### config.mk
export PLATFORM = sky130hd
export DESIGN_NAME = credit_return_unit
export DESIGN_NICKNAME = d
export VERILOG_FILES = /design/src/rtl/credit_return_unit_pkg.sv /design/src/rtl/credit_return_unit_sat_counter.sv /design/src/rtl/credit_return_unit.sv
export SDC_FILE = /design/constraint.sdc
export NUM_CORES = 1
export LEC_CHECK = 0
export ABC_AREA = 1
export CORE_ASPECT_RATIO = 1.75
export CORE_MARGIN = 2
export CORE_UTILIZATION = 25
export CTS_CLUSTER_DIAMETER = 50
export DETAILED_ROUTE_END_ITERATION = 10
export HOLD_SLACK_MARGIN = 0.06
export PLACE_DENSITY = 0.42
export SKIP_LAST_GASP = 1
export SLEW_MARGIN = 20
export SYNTH_ARGS = -nofsm -noshare
export SYNTH_HDL_FRONTEND = slang
export SYNTH_HIERARCHICAL = 1
export SYNTH_SLANG_ARGS = --single-unit
### constraint.sdc
create_clock -name clock -period 1.95 [get_ports clock]
set_input_delay 0.39 -clock clock [delete_from_list [all_inputs] [get_ports clock]]
set_output_delay 0.39 -clock clock [all_outputs]
set_load 0.01 [all_outputs]
### src/rtl/credit_return_unit_pkg.sv
// Shared definitions for the receiver-side credit return unit and the
// sender-side counter: FSM encodings and default widths.
package credit_return_unit_pkg;
  localparam int CRU_WIDTH  = 4;
  localparam int CRU_DWIDTH = 3;

  typedef enum logic [1:0] {
    CRU_IDLE = 2'd0,
    CRU_WAIT = 2'd1,
    CRU_SEND = 2'd2
  } cru_state_e;
endpackage

### src/rtl/credit_return_unit_sat_counter.sv
// Saturating up/down counter with synchronous clear and a sticky flag
// raised when an increment is dropped at full scale.
module sat_updown_counter
  import credit_return_unit_pkg::*;
#(
  parameter int WIDTH = CRU_WIDTH
) (
  input  logic             clock,
  input  logic             reset,
  input  logic             clear,
  input  logic             inc,
  input  logic             dec,
  output logic [WIDTH-1:0] count,
  output logic             saturated,
  output logic             overflow
);
  assign saturated = &count;

  always_ff @(posedge clock) begin
    if (reset || clear) begin
      count    <= '0;
      overflow <= 1'b0;
    end else if (inc && !dec) begin
      if (saturated) overflow <= 1'b1;
      else           count    <= count + WIDTH'(1);
    end else if (dec && !inc && (count != '0)) begin
      count <= count - WIDTH'(1);
    end
  end
endmodule

### src/rtl/credit_return_unit.sv
// Receiver-side credit generator: counts freed buffer slots and returns them
// upstream one at a time, each delayed by r_delay simulation ticks.
module credit_return_unit
  import credit_return_unit_pkg::*;
#(
  parameter int WIDTH  = CRU_WIDTH,
  parameter int DWIDTH = CRU_DWIDTH
) (
  input  logic              clock,
  input  logic              reset,
  input  logic              enable,
  input  logic              sim_time_tick,
  input  logic [DWIDTH-1:0] config_in,
  input  logic              config_in_valid,
  output logic [DWIDTH-1:0] config_out,
  output logic              config_out_valid,
  input  logic              free_in,
  output logic              credit_out_valid,
  input  logic              credit_out_ack,
  output logic [WIDTH-1:0]  pending_out,
  output logic              overflow
);
  cru_state_e        state, state_nxt;
  logic [DWIDTH-1:0] r_delay;
  logic [DWIDTH-1:0] cnt, cnt_nxt;
  logic [WIDTH-1:0]  r_pending;
  logic [WIDTH-1:0]  pend_after_ack;
  logic              accept;
  logic              saturated;

  assign config_out       = r_delay;
  assign config_out_valid = config_in_valid;
  assign credit_out_valid = (state == CRU_SEND) && enable;
  assign accept           = credit_out_valid && credit_out_ack;
  assign pending_out      = r_pending;

  sat_updown_counter #(.WIDTH(WIDTH)) u_pending (
    .clock     (clock),
    .reset     (reset),
    .clear     (config_in_valid),
    .inc       (free_in),
    .dec       (accept),
    .count     (r_pending),
    .saturated (saturated),
    .overflow  (overflow)
  );

  // A free arriving alongside the ack replaces the credit being returned.
  assign pend_after_ack = free_in ? r_pending : r_pending - WIDTH'(1);

  always_comb begin
    state_nxt = state;
    cnt_nxt   = cnt;
    if (enable) begin
      case (state)
        CRU_IDLE: begin
          if (r_pending != '0) begin
            if (r_delay == '0) begin
              state_nxt = CRU_SEND;
            end else begin
              state_nxt = CRU_WAIT;
              cnt_nxt   = r_delay;
            end
          end
        end
        CRU_WAIT: begin
          if (sim_time_tick) begin
            cnt_nxt = cnt - DWIDTH'(1);
            if (cnt <= DWIDTH'(1)) state_nxt = CRU_SEND;
          end
        end
        CRU_SEND: begin
          if (credit_out_ack) begin
            if (pend_after_ack == '0) begin
              state_nxt = CRU_IDLE;
            end else if (r_delay != '0) begin
              state_nxt = CRU_WAIT;
              cnt_nxt   = r_delay;
            end
          end
        end
        default: state_nxt = CRU_IDLE;
      endcase
    end
  end

  always_ff @(posedge clock) begin
    if (reset) begin
      state   <= CRU_IDLE;
      cnt     <= '0;
      r_delay <= '0;
    end else if (config_in_valid) begin
      state   <= CRU_IDLE;
      cnt     <= '0;
      r_delay <= config_in;
    end else begin
      state   <= state_nxt;
      cnt     <= cnt_nxt;
    end
  end
endmodule
==> flow_metrics.py <==
metrics = {
    "logic_synthesis": {
        "synthFlopType": "dfxtp_1",
        "syn_inst": 159,
        "synth-edff-count": 0,
        "yosysSeqAreaShare": 0.262,
        "yosys_warnings": 6,
        "synthesis.area_um2": 992,
        "async_reset_ff_frac": 0,
        "synth.distinct_cells": 22,
        "syn_nets": 176,
        "synth_seq_cells": 13,
        "syn_area_per_cell_um2": 6.24,
    },
    "hold_path": {
        "hold_path_depth": 2,
        "min-delay-start": "u_pending/overflow$_SDFFE_PP0P_",
        "min_to": "u_pending/overflow$_SDFFE_PP0P_",
        "hp-class": "register to register",
    },
    "cts": {
        "cts_sinks": 13,
        "worstSkewPairLatency_ns": 0.24,
        "cts_buffers": 3,
        "root_buffer": "clkbuf_8",
        "post_cts_buffers": 0,
        "cts_tree": "built",
        "cts.reportedPaths.clkPinSlew_ns": 0.05,
        "clockBufferDepth": 2,
        "h-tree-depth": 1,
    },
    "finish": {
        "fin_nets": 210,
        "insertedDiodeCount": 0,
        "final_area_um2": 1390,
        "fin_util": 0.363,
        "layout-drive-gt1-share": 0.214,
        "area_growth_pct": 40.0,
    },
    "die": {
        "die_w_um": 51.6,
        "dieHeight_um": 87.3,
        "coreArea_um2": 3830,
        "num_rows": 30,
        "die_area_um2": 4510,
        "io_pins": 20,
        "initial_core_util": 0.259,
    },
    "routing": {
        "drc": 0,
        "wl_per_cell_um": 11.2,
        "detail_route.wirelength_um": 2700,
        "via_per_inst": 4.53,
        "drtIter0Drc": 13,
        "detail-route-antenna-nets": 0,
        "num_vias": 1086,
        "drtPass1Iterations": 4,
    },
    "setup_path": {
        "rr_startpoint": "state[1]$_SDFFE_PP0P_",
        "cp_slowest_cell": "clkdlybuf4s50_1",
        "cp_common_cell": "clkdlybuf4s50_1",
        "path_buf_inv": 2,
        "cp_data_required_time_ns": 1.56,
        "path_max_fanout": 2,
        "slowest_delay_ns": 0.54,
        "arrival_ns": 1.41,
        "end_kind": "output pin",
        "rr_endpoint": "u_pending/count[1]$_SDFFE_PP0P_",
        "cp-start-kind": "input port",
        "reg2reg_depth": 12,
        "crit_type": "input port to output pin",
        "cp_cell_sequence": "clkdlybuf4s50_1, clkdlybuf4s50_1",
        "critPathTopFamily": "buffers and inverters",
        "reg2reg_slack_ns": 0.23,
    },
    "power_and_ir_drop": {
        "vdd_drop_max_mv": 0.323,
        "power_leakage_nw": 0.611,
        "power_density_nw_per_um2": 543,
    },
    "timing": {
        "rsz0062_at_grt": "no",
        "max-slew-margin-rel": 0.758,
        "maxSlewViolCount": 0,
        "timing.fmax_mhz": 557,
        "final.period_utilization": 0.921,
        "holdWs_ns": 0.522,
        "hold_violations": 0,
        "fin_worst_skew_ns": 0.00256,
        "tightest_slew_ns": 0.361,
        "finalSetupViolations": 0,
        "period_needed_ns": 1.80,
    },
    "placed_design": {
        "post-dp-hpwl_um": 2200,
        "placed_area_um2": 1320,
        "port_buffers": 19,
        "place_congestion": 0.839,
    },
    "global_routing": {
        "grt_max_degree": 9,
        "grt_pass1_wl_um": 4620,
        "grt-ovfl-total": 0,
        "first_global_vias": 1116,
        "grt_util_all_layers": 0.134,
        "antenna_found_initial": 0,
    },
    "job": {
        "max-cap-violations": 0,
    },
    "status": {
        "status": "finished, final reports clean",
    },
}
[cell families after synthesis]
family | after synthesis | share of synthesized area
AOI/OAI and AO/OA | 15 | 0.0921
xor gates and xnor gates | 2 | 0.0177
adders and majority gates | 7 | 0.0958
buffers and inverters | 22 | 0.0870
DFF | 13 | 0.262
and+or+nand+nor | 100 | 0.445
[how the worst max path moves through the flow]
stage	startpoint	endpoint	slack [ns]	cells past startpoint
after floorplan	state[1]$_SDFFE_PP0P_	u_pending/count[3]$_SDFFE_PP0P_	0.14	13
after detailed placement	enable	u_pending/count[2]$_SDFFE_PP0P_	-0.23	10
after global placement	enable	u_pending/count[3]$_SDFFE_PP0P_	-0.21	12
after global routing	credit_out_ack	u_pending/count[3]$_SDFFE_PP0P_	0.01	12
final	config_in_valid	config_out_valid	0.15	2
after CTS	enable	u_pending/count[2]$_SDFFE_PP0P_	0.03	10
[power by group]
part	switching, W	total (W)	internal, W	leakage [nW]
registers	0.0000150	0.000293	0.000278	0.106
clock network	0.0000974	0.000242	0.000144	0.0228
logic	0.000118	0.000220	0.000102	0.482
[layout make-up]
cell class              count  area, um2
fillers                   450       2440
multi-input cells         124        673
repair buffers             30        272
flip-flops and latches     13        260
inverters                  21       78.8
well taps                  48       60.1
clock buffers               4       45.0
[what timing repair did]
item                                    CTS  global route
pin swaps                                 0             1
endpoints found under the setup margin    1             3
hold buffers                              0             0
resized for setup                         1             5
[routing by layer]
layer	part of all wire	vias to the layer above	wire length (um)	global-route usage
li1	-	565	-	-
met1	0.37	491	998	0.129
met2	0.58	20	1580	0.263
met3	0.022	10	59	0.0172
met4	0.023	0	62	0.0646
met5	0	-	0	0
[cells in the final DEF, fill, tap and decap left out, types with 2 or more instances in the layout]
cell | synthesis | final
nand2_1 | 48 | 47
nor2_1 | 21 | 20
clkdlybuf4s50_1 | 0 | 18
dfxtp_1 | 13 | 13
inv_1 | 11 | 11
nand3_1 | 11 | 11
buf_4 | 1 | 11
inv_2 | 10 | 10
nor2_2 | 8 | 9
a21oi_1 | 7 | 7
o21ai_0 | 5 | 5
ha_1 | 6 | 5
nand2_2 | 3 | 3
clkbuf_8 | 0 | 3
xnor2_1 | 2 | 2
nand4_1 | 2 | 2
nand3b_1 | 2 | 2
nor3_1 | 3 | 2
[cell usage after synthesis, types with 2 or more instances]
cell type	instances	share of area
nor3_1	3	0.015
nand3b_1	2	0.015
o21ai_0	5	0.025
nand2_1	48	0.18
nor2_1	21	0.079
ha_1	6	0.076
nor2_2	8	0.050
nand3_1	11	0.055
inv_1	11	0.042
nand2_2	3	0.019
dfxtp_1	13	0.26
a21oi_1	7	0.035
nand4_1	2	0.013
xnor2_1	2	0.018
inv_2	10	0.038
[registers in the layout (all words and copies together), names as in the netlist]
signal,flops
u_pending/count,4
state,2
cnt,3
u_pending/overflow,1
config_out,3
[stage by stage]
step           power [W]  cells  TNS (ns)  setup WS [ns]
3_5_place_dp    0.000514    236    -0.659         -0.229
3_3_place_gp    0.000510    236    -0.586         -0.205
5_1_grt         0.000816    240         0         0.0131
4_1_cts         0.000764    240         0         0.0286
2_1_floorplan   0.000426    159         0          0.140
6_report        0.000754    240         0          0.154
Power figures use the tool's default switching activity.
